[config.mk]
export PLATFORM = sky130hd
export DESIGN_NAME = seven_seg_scan_ctrl_flat
export DESIGN_NICKNAME = d
export VERILOG_FILES = /design/src/rtl/seven_seg_scan_ctrl_if.sv /design/src/rtl/seven_seg_scan_ctrl.sv /design/src/flat_wrapper.sv
export SDC_FILE = /design/constraint.sdc
export NUM_CORES = 1
export LEC_CHECK = 0
export CAP_MARGIN = 25
export CORE_ASPECT_RATIO = 1.75
export CORE_UTILIZATION = 28
export CTS_CLUSTER_DIAMETER = 80
export DETAILED_ROUTE_END_ITERATION = 16
export GPL_TIMING_DRIVEN = 0
export SLEW_MARGIN = 20
export SYNTH_ARGS = -nofsm -noshare
export SYNTH_HDL_FRONTEND = slang
export SYNTH_SLANG_ARGS = --single-unit
[constraint.sdc]
create_clock -name clk -period 1.8 [get_ports clk]
set_input_delay 0.36 -clock clk [delete_from_list [all_inputs] [get_ports clk]]
set_output_delay 0.36 -clock clk [all_outputs]
set_load 0.03 [all_outputs]
[src/rtl/seven_seg_scan_ctrl_if.sv]
// Load handshake carrying a full display word from the value producer
// into the scan controller.
interface seven_seg_scan_ctrl_if #(
    parameter int NUM_DIGITS = 4
);
    logic                    load_valid;
    logic                    load_ready;
    logic [4*NUM_DIGITS-1:0] load_data;

    modport master (output load_valid, output load_data, input load_ready);
    modport slave  (input load_valid, input load_data, output load_ready);
endinterface

[src/rtl/seven_seg_scan_ctrl.sv]
// Time-multiplexed scan controller for a multi-digit 7-segment display
// sharing one external 4-bit-to-7-segment decoder.
module seven_seg_scan_ctrl #(
    parameter int NUM_DIGITS   = 4,
    parameter int REFRESH_DIV  = 1000,
    parameter int BLANK_CYCLES = 16
) (
    input  logic                    clk,
    input  logic                    rst,
    input  logic                    enable,
    input  logic                    lz_suppress,
    seven_seg_scan_ctrl_if.slave    load,
    output logic [3:0]              dec_code,
    input  logic [6:0]              dec_seg,
    output logic [6:0]              seg_out,
    output logic [NUM_DIGITS-1:0]   an,
    output logic                    frame_done
);
    localparam int IW = $clog2(NUM_DIGITS);
    localparam int CW = $clog2(REFRESH_DIV);
    localparam logic [CW-1:0] SHOW_END = CW'(REFRESH_DIV - BLANK_CYCLES - 1);
    localparam logic [CW-1:0] SLOT_END = CW'(REFRESH_DIV - 1);
    localparam logic [IW-1:0] IDX_LAST = IW'(NUM_DIGITS - 1);

    typedef enum logic [1:0] {IDLE, SHOW, BLANK} state_t;

    state_t                  state, state_nxt;
    logic [CW-1:0]           cnt, cnt_nxt;
    logic [IW-1:0]           idx, idx_nxt;
    logic [4*NUM_DIGITS-1:0] disp, shadow;
    logic                    pending;
    logic                    boundary;
    logic                    suppressed;
    logic                    lit;
    logic                    accept;

    assign load.load_ready = !pending;
    assign accept          = load.load_valid && !pending;
    assign dec_code        = disp[4*idx +: 4];
    assign frame_done      = boundary;

    always_comb begin
        state_nxt = state;
        cnt_nxt   = cnt;
        idx_nxt   = idx;
        boundary  = 1'b0;
        if (!enable) begin
            state_nxt = IDLE;
            cnt_nxt   = '0;
            idx_nxt   = '0;
        end else begin
            case (state)
                IDLE: begin
                    cnt_nxt   = '0;
                    idx_nxt   = '0;
                    state_nxt = SHOW;
                end
                SHOW: begin
                    cnt_nxt = cnt + 1'b1;
                    if (cnt == SHOW_END) state_nxt = BLANK;
                end
                BLANK: begin
                    if (cnt == SLOT_END) begin
                        cnt_nxt   = '0;
                        state_nxt = SHOW;
                        if (idx == IDX_LAST) begin
                            idx_nxt  = '0;
                            boundary = 1'b1;
                        end else begin
                            idx_nxt = idx + 1'b1;
                        end
                    end else begin
                        cnt_nxt = cnt + 1'b1;
                    end
                end
                default: state_nxt = IDLE;
            endcase
        end
    end

    // A digit is blanked when it and every more-significant digit are zero.
    always_comb begin
        suppressed = 1'b0;
        if (lz_suppress && idx != '0) begin
            suppressed = 1'b1;
            for (int unsigned i = 0; i < NUM_DIGITS; i++) begin
                if (i >= 32'(idx) && disp[4*i +: 4] != 4'h0) suppressed = 1'b0;
            end
        end
    end

    // Gating with enable darkens the display on the same edge that drops to IDLE.
    assign lit = (state == SHOW) && enable && !suppressed;

    always_ff @(posedge clk or posedge rst) begin
        if (rst) begin
            state   <= IDLE;
            cnt     <= '0;
            idx     <= '0;
            disp    <= '0;
            shadow  <= '0;
            pending <= 1'b0;
            seg_out <= '0;
            an      <= '0;
        end else begin
            state <= state_nxt;
            cnt   <= cnt_nxt;
            idx   <= idx_nxt;
            if (accept) begin
                shadow  <= load.load_data;
                pending <= 1'b1;
            end else if (boundary && pending) begin
                disp    <= shadow;
                pending <= 1'b0;
            end
            seg_out <= lit ? dec_seg : '0;
            an      <= lit ? (NUM_DIGITS'(1) << idx) : '0;
        end
    end
endmodule

[src/flat_wrapper.sv]
// flat-port wrapper written by rule: the top's interface ports become plain ports
module seven_seg_scan_ctrl_flat 
#(
    parameter int NUM_DIGITS   = 4,
    parameter int REFRESH_DIV  = 1000,
    parameter int BLANK_CYCLES = 16
)
  (clk, rst, enable, lz_suppress, dec_code, dec_seg, seg_out, an, frame_done, load_load_valid, load_load_data, load_load_ready);
  seven_seg_scan_ctrl_if #(.NUM_DIGITS(NUM_DIGITS)) load_i ();
  input  logic clk;
  input  logic rst;
  input  logic enable;
  input  logic lz_suppress;
  output logic [3:0] dec_code;
  input  logic [6:0] dec_seg;
  output logic [6:0] seg_out;
  output logic [NUM_DIGITS-1:0] an;
  output logic frame_done;
  input wire logic [$bits(load_i.load_valid)-1:0] load_load_valid;
  input wire logic [$bits(load_i.load_data)-1:0] load_load_data;
  output wire logic [$bits(load_i.load_ready)-1:0] load_load_ready;
  assign load_i.load_valid = load_load_valid;
  assign load_i.load_data = load_load_data;
  assign load_load_ready = load_i.load_ready;
  seven_seg_scan_ctrl #(.NUM_DIGITS(NUM_DIGITS), .REFRESH_DIV(REFRESH_DIV), .BLANK_CYCLES(BLANK_CYCLES)) u_core (.clk(clk), .rst(rst), .enable(enable), .lz_suppress(lz_suppress), .load(load_i), .dec_code(dec_code), .dec_seg(dec_seg), .seg_out(seg_out), .an(an), .frame_done(frame_done));
endmodule
==> results.sh, run 1 <==
export IMPL_cp_end_kind="output port"
export IMPL_area_delta_synth_final_pct=45.01
export IMPL_antennaDiodeCount=0
export IMPL_setup_violations_final=17
export IMPL_gr_total_overflow=0
export IMPL_cts_hold_buf=0
export IMPL_die_x_um=77.17
export IMPL_grt_first_pass_wirelength_um=10690
export IMPL_r2r_slack_ns=-0.09
export IMPL_io_buffers=44
export IMPL_rsz0062_at_grt="yes"
export IMPL_cpMaxStageDelayCell="or4_4"
export IMPL_tightestPinTransition_ns=0.6757
export IMPL_switching_power_w=0.001119
export IMPL_ys_ff_latch=58
export IMPL_antenna_found_initial=0
export IMPL_routed_via_density=4.830
export IMPL_rows=47
export IMPL_ys_types=39
export IMPL_p_int_w=0.002962
export IMPL_cts_htree_levels=3
export IMPL_yosysTopAreaCell="dfrtp_1"
export IMPL_slowest_delay_ns=0.44
export IMPL_layout_min_cycle_time_ns=2.068
export IMPL_fin_worst_skew_ns=0.005942
export IMPL_cts_tree="done"
export IMPL_pwr_share_seq_pct=36.5
export IMPL_failed_checks="negative setup slack"
export IMPL_finalWirelength_um=6611
export IMPL_worst_ep_arrival_time_ns=1.71
export IMPL_maxSlewViolCount=0
export IMPL_cap_violations=0
export IMPL_vias=2019
export IMPL_cp_cell_sequence="ha_4 > nand2_1 > or4_4 > nor3_4 > buf_6"
export IMPL_synth_seq_area_share_pct=52.42
export IMPL_cts_made_buffers=9
export IMPL_timing_final_hold_violations=0
export IMPL_relSlewSlack_pct=54.76
export IMPL_run_status="finished, violations left"
export IMPL_yosys_warnings=0
export IMPL_drtIter0Drc=115
export IMPL_place_inst=387
export IMPL_dieArea_um2=10310
export IMPL_mappedNetlistArea_um2=2769
export IMPL_ir_worst_vdd_uv=510.5
export IMPL_clkSlewWorstSetupHoldPaths_ns=0.05
export IMPL_finalCritPeriodShare_pct=114.9
export IMPL_synth_cells=220
export IMPL_final_fill_count=916
export IMPL_fp_coreArea_um2=9527
export IMPL_synth_nets=257
export IMPL_firstDrtPassIters=4
export IMPL_power_density_nw_per_um2=1016
export IMPL_wl_per_cell_um=15.82
export IMPL_grt_max_degree=55
export IMPL_synth_area_per_cell_um2=12.59
export IMPL_holdWs_ns=0.2593
export IMPL_crit_path_start_kind="register"
export IMPL_layout_drive_gt1_share_pct=35.14
export IMPL_die_h_um=133.6
export IMPL_synthMostInstantiatedCell="dfrtp_1"
export IMPL_synth_edf_count=0
export IMPL_clockBufferDepth=2
export IMPL_drtAntennaViolNets=0
export IMPL_start_util_pct=29.06
export IMPL_cp_data_required_time_ns=1.44
export IMPL_grt_pass1_vias=2063
export IMPL_gp_congestion=0.8361
export IMPL_cts_sinks=58
export IMPL_synthTopCellsByArea="dfrtp_1 52%, mux2_2 9.4%, mux2_4 4.9%"
export IMPL_fin_cells=418
export IMPL_layout_setup_ws_ns=-0.2685
export IMPL_synthFlopType="dfrtp_1"
export IMPL_clockRootBuffer="clkbuf_16"
export IMPL_worstSetupPathType="reg -> out"
export IMPL_io_pins=45
export IMPL_fmax_ghz=0.4835
export IMPL_min_path_type="in -> async"
export IMPL_grtUsageTotal_pct=13.78
export IMPL_async_reset_ff_share_pct=100.0
export IMPL_fin_nets=328
export IMPL_drc_errors=0
export IMPL_power_leakage_nw=1.849
export IMPL_yosysTopAreaCellShare_pct=52.42
export IMPL_p_clk_share_pct=43.3
export IMPL_hpwl_um=4221
export IMPL_cp_max_fo=3
export IMPL_p_sw_share_pct=27.43
export IMPL_synth_common_cells="58 x dfrtp_1, 23 x mux2_2, 22 x nand2_1, 15 x and2_1"
export IMPL_insertion_delay_ns=0.33
export IMPL_p_comb_share_pct=20.2
-- placed cells by master, fill, tap and decap left out, drive strengths merged, types with 7 or more instances in the layout --
cell / Yosys / layout
nand2: 22 / 22
and2: 15 / 15
ha: 9 / 9
clkbuf: 7 / 16
dfrtp: 58 / 58
buf: 1 / 24
mux2: 32 / 32
inv: 8 / 8
clkdlybuf4s50: 0 / 38
nor2: 7 / 7
-- metal layers --
metal | track usage (%) | up-vias | routed length [um]
met5 | 0 | - | 0
met3 | 3.356 | 16 | 259
li1 | - | 941 | -
met1 | 14.12 | 1007 | 2491
met2 | 24.29 | 55 | 3610
met4 | 9.434 | 0 | 250
-- flip-flops by register name (all words and copies together), names as in the netlist --
signal	cells
u_core.an	4
u_core.cnt	10
u_core.disp	16
u_core.idx	2
u_core.pending	1
u_core.seg_out	7
u_core.shadow	16
u_core.state	2
-- cell type report --
cell class                      instances  area (um^2)  area share [%]
Buffer                                  6        55.05           1.371
Clock buffer                           12        266.5           6.638
Clock inverter                          4        48.80           1.215
Inverter                                8        35.03          0.8725
Multi-Input combinational cell        147         1384           34.47
Sequential cell                        58         1454           36.21
Tap cell                              122        152.6           3.802
Timing Repair Buffer                   61        619.3           15.43
-- worst paths after layout --
kind                                       start                end  cells past startpoint
worst max-delay path               u_core.cnt[1]         frame_done                      5
worst min-delay path                         rst  u_core.seg_out[3]                      2
worst max register to register     u_core.cnt[1]    u_core.disp[11]                      8
worst min register to register  u_core.shadow[6]     u_core.disp[6]                      1
max in group asynchronous                    rst   u_core.shadow[6]                      3
min in group clk                u_core.shadow[6]     u_core.disp[6]                      1
-- power groups by stage --
stage,clock network [W],registers (W),logic (W)
floorplan,0,0.00156,0.000384
global placement,0,0.00150,0.000685
detailed placement,0,0.00151,0.000720
CTS,0.00180,0.00148,0.000798
global route,0.00186,0.00150,0.000901
finish,0.00177,0.00149,0.000825
-- cell families after synthesis --
logic type,synth area share [%]
flip-flops,52.42
AND/OR/NAND/NOR,15.00
AO/OA/AOI/OAI,8.089
buffers and inverters,2.576
multiplexers,17.85
adder cells (fa/ha/maj),4.067
-- critical path, delay by kind of cell, from the launching register on --
kind,cells,cell delay (ns)
adder cells (fa/ha/maj),1,0.15
buffers and inverters,1,0.16
flip-flops,1,0.40
AND/OR/NAND/NOR,3,0.68
-- repair_timing --
item,CTS,global route
buffers inserted,13,4
pin swaps,11,8
resized for setup,73,19
setup endpoints to repair,48,53
gates cloned,2,0
-- stage by stage --
| stage | worst slack [ns] | util, % | TNS [ns] | total power [W] | instance area, um^2 |
|---|---|---|---|---|---|
| after global placement | -1.102 | 35.50 | -89.55 | 0.002189 | 3382 |
| final | -0.2685 | 42.15 | -1.597 | 0.004081 | 4015 |
| after detailed placement | -0.7584 | 35.87 | -22.86 | 0.002229 | 3417 |
| after CTS | -0.2528 | 41.87 | -2.710 | 0.004079 | 3989 |
| after floorplan | -0.05224 | - | -0.4732 | 0.001941 | 2789 |
| after global routing | -0.2932 | 42.15 | -4.275 | 0.004263 | 4015 |
No activity file was read; power rests on OpenSTA's default activity.
==> inputs of run 2 (changes only) <==
clock period = 2.4 ns   (was 1.8 ns; I/O delays follow)
==> run 2 against run 1 <==
  * Total power fell by 28%
  * Sequential power fell by 26%
  * Non-clock buffer count fell by 14
  * Register-to-register slack improved by 0.32 ns
  * The run now ends clean
  * Sequential share of layout area rose by 3.2 points
  * Die area did not move
  * First-iteration DRC count fell by 38%
  * Largest cell class unchanged
  * Wire length fell by 10%
==> results.sh, run 2 (synthesis gave the netlist of run 1 again) <==
export IMPL_grt_first_pass_wirelength_um=10060
export IMPL_pwr_share_seq_pct=37.9
export IMPL_rows=47
export IMPL_die_h_um=133.6
export IMPL_cts_sinks=58
export IMPL_hpwl_um=4274
export IMPL_cap_violations=0
export IMPL_run_status="finished clean"
export IMPL_reg_top3="u_core.disp x16, u_core.shadow x16, u_core.cnt x10"
export IMPL_drc_errors=0
export IMPL_crit_path_start_kind="register"
export IMPL_cts_made_buffers=9
export IMPL_fin_nets=313
export IMPL_relSlewSlack_pct=52.17
export IMPL_grtUsageTotal_pct=12.85
export IMPL_p_sw_share_pct=27.12
export IMPL_finalWirelength_um=5931
export IMPL_gp_congestion=0.7868
export IMPL_p_total_w=0.002931
export IMPL_rsz0062_at_grt="no"
export IMPL_firstDrtPassIters=4
export IMPL_fp_coreArea_um2=9527
export IMPL_layout_min_cycle_time_ns=2.326
export IMPL_cp_end_kind="output port"
export IMPL_grt_max_degree=59
export IMPL_p_comb_share_pct=18.1
export IMPL_fin_setup_tns_ns=0
export IMPL_maxSlewViolCount=0
export IMPL_io_pins=45
export IMPL_dieArea_um2=10310
export IMPL_worstSetupPathType="reg -> out"
export IMPL_finalCritPeriodShare_pct=96.91
export IMPL_insertion_delay_ns=0.32
export IMPL_layout_drive_gt1_share_pct=23.13
export IMPL_setup_violations_final=0
export IMPL_min_path_type="reg -> reg"
export IMPL_io_buffers=44
export IMPL_tightestPinTransition_ns=0.7174
export IMPL_clockRootBuffer="clkbuf_16"
export IMPL_fin_util_pct=38.67
export IMPL_die_x_um=77.17
export IMPL_gr_total_overflow=0
export IMPL_cp_top_family="buffers and inverters"
export IMPL_layout_common_cells="58 x dfrtp_1, 39 x clkdlybuf4s50_1, 23 x mux2_2"
export IMPL_power_leakage_nw=1.679
export IMPL_switching_power_w=0.0007947
export IMPL_p_clk_share_pct=44.0
export IMPL_fin_worst_skew_ns=0.005739
export IMPL_cp_cell_sequence="clkbuf_2 > mux4_2 > dlygate4sd2_1"
export IMPL_grt_pass1_vias=2004
export IMPL_clkSlewWorstSetupHoldPaths_ns=0.05
export IMPL_drtIter0Drc=71
export IMPL_cp_max_fo=7
export IMPL_cts_htree_levels=3
export IMPL_pre_cts_ws_ns=-0.4948
export IMPL_power_density_nw_per_um2=795.6
export IMPL_wl_per_cell_um=14.72
export IMPL_cts_hold_buf=0
export IMPL_antennaDiodeCount=0
export IMPL_start_util_pct=29.06
export IMPL_layout_setup_ws_ns=0.07428
export IMPL_worst_ep_arrival_time_ns=1.85
export IMPL_p_int_w=0.002136
export IMPL_antenna_found_initial=0
export IMPL_vias=1913
export IMPL_area_delta_synth_final_pct=33.03
export IMPL_fmax_ghz=0.4300
export IMPL_clockBufferDepth=2
export IMPL_path_buf_inv=2
export IMPL_final_common_cell="dfrtp_1"
export IMPL_cpMaxStageDelayCell="mux4_2"
export IMPL_cts_tree="done"
export IMPL_timing_final_hold_violations=0
export IMPL_ir_worst_vdd_uv=404.4
export IMPL_slowest_delay_ns=0.54
export IMPL_drtAntennaViolNets=0
export IMPL_cp_data_required_time_ns=1.92
export IMPL_routed_via_density=4.747
-- run 2: cell types whose count changed in the layout (fill, tap and decap cells not counted), sizes merged --
cell and delta:
o41a -1, dlygate4sd2 +3, buf -21, clkinv -2, clkbuf +3, clkdlybuf4s50 +1
clkinvlp +2
-- run 2: cell type report --
cell class / instances / area [um^2]
clock buffers: 12 / 256.5
clock inverters: 4 / 50.05
plain buffers: 8 / 43.79
repair buffers: 45 / 437.9
fillers: 963 / 5843
well taps: 122 / 152.6
inverters: 8 / 32.53
multi-input cells: 146 / 1259
flip-flops and latches: 58 / 1451
-- run 2: worst reg2reg max path: stages, from the launching register on --
cell	delay (ns)
dfrtp_1	0.39
inv_1	0.10
ha_1	0.29
and2_1	0.12
clkbuf_1	0.38
o21ai_0	0.33
o311ai_0	0.43
-- run 2: power by group through the flow --
stage          Combinational (W)  Clock [W]  Sequential (W)
2_1_floorplan           0.000285          0         0.00116
3_3_place_gp            0.000511          0         0.00112
3_5_place_dp            0.000528          0         0.00113
4_1_cts                 0.000534    0.00132         0.00111
5_1_grt                 0.000598    0.00136         0.00112
6_report                0.000530    0.00129         0.00111
-- run 2: final timing paths --
check / cells past startpoint / endpoint / startpoint / slack (ns)
max in group asynchronous: 2 / u_core.shadow[4] / rst / 1.28
hold reg to reg: 1 / u_core.disp[3] / u_core.shadow[3] / 0.50
min in group asynchronous: 2 / u_core.cnt[5] / rst / 0.63
setup reg to reg: 6 / u_core.cnt[2] / u_core.state[1] / 0.23
hold / removal: 1 / u_core.disp[3] / u_core.shadow[3] / 0.50
setup / recovery: 3 / dec_code[2] / u_core.idx[0] / 0.07
-- run 2: stage by stage --
step | hold slack [ns] | cell area, um^2 | std cells
5_1_grt | 0.5229 | 3684 | 403
2_1_floorplan | 0.4750 | 2769 | 220
4_1_cts | 0.5046 | 3681 | 403
3_5_place_dp | 0.4898 | 3369 | 387
6_report | 0.5025 | 3684 | 403
3_3_place_gp | 0.4867 | 3362 | 386
-- run 2: metal layers --
metal	track usage [%]	wire length, um	vias to the layer above
met3	3.082	273	6
met5	0	0	-
met1	13.69	2294	943
li1	-	-	908
met4	8.595	128	0
met2	22.17	3235	56
-- run 2: timing repair --
action | 4_1_cts | 5_1_grt
gates resized for setup | 16 | 2
buffers inserted | 0 | 0
endpoints found under the setup margin | 5 | 1
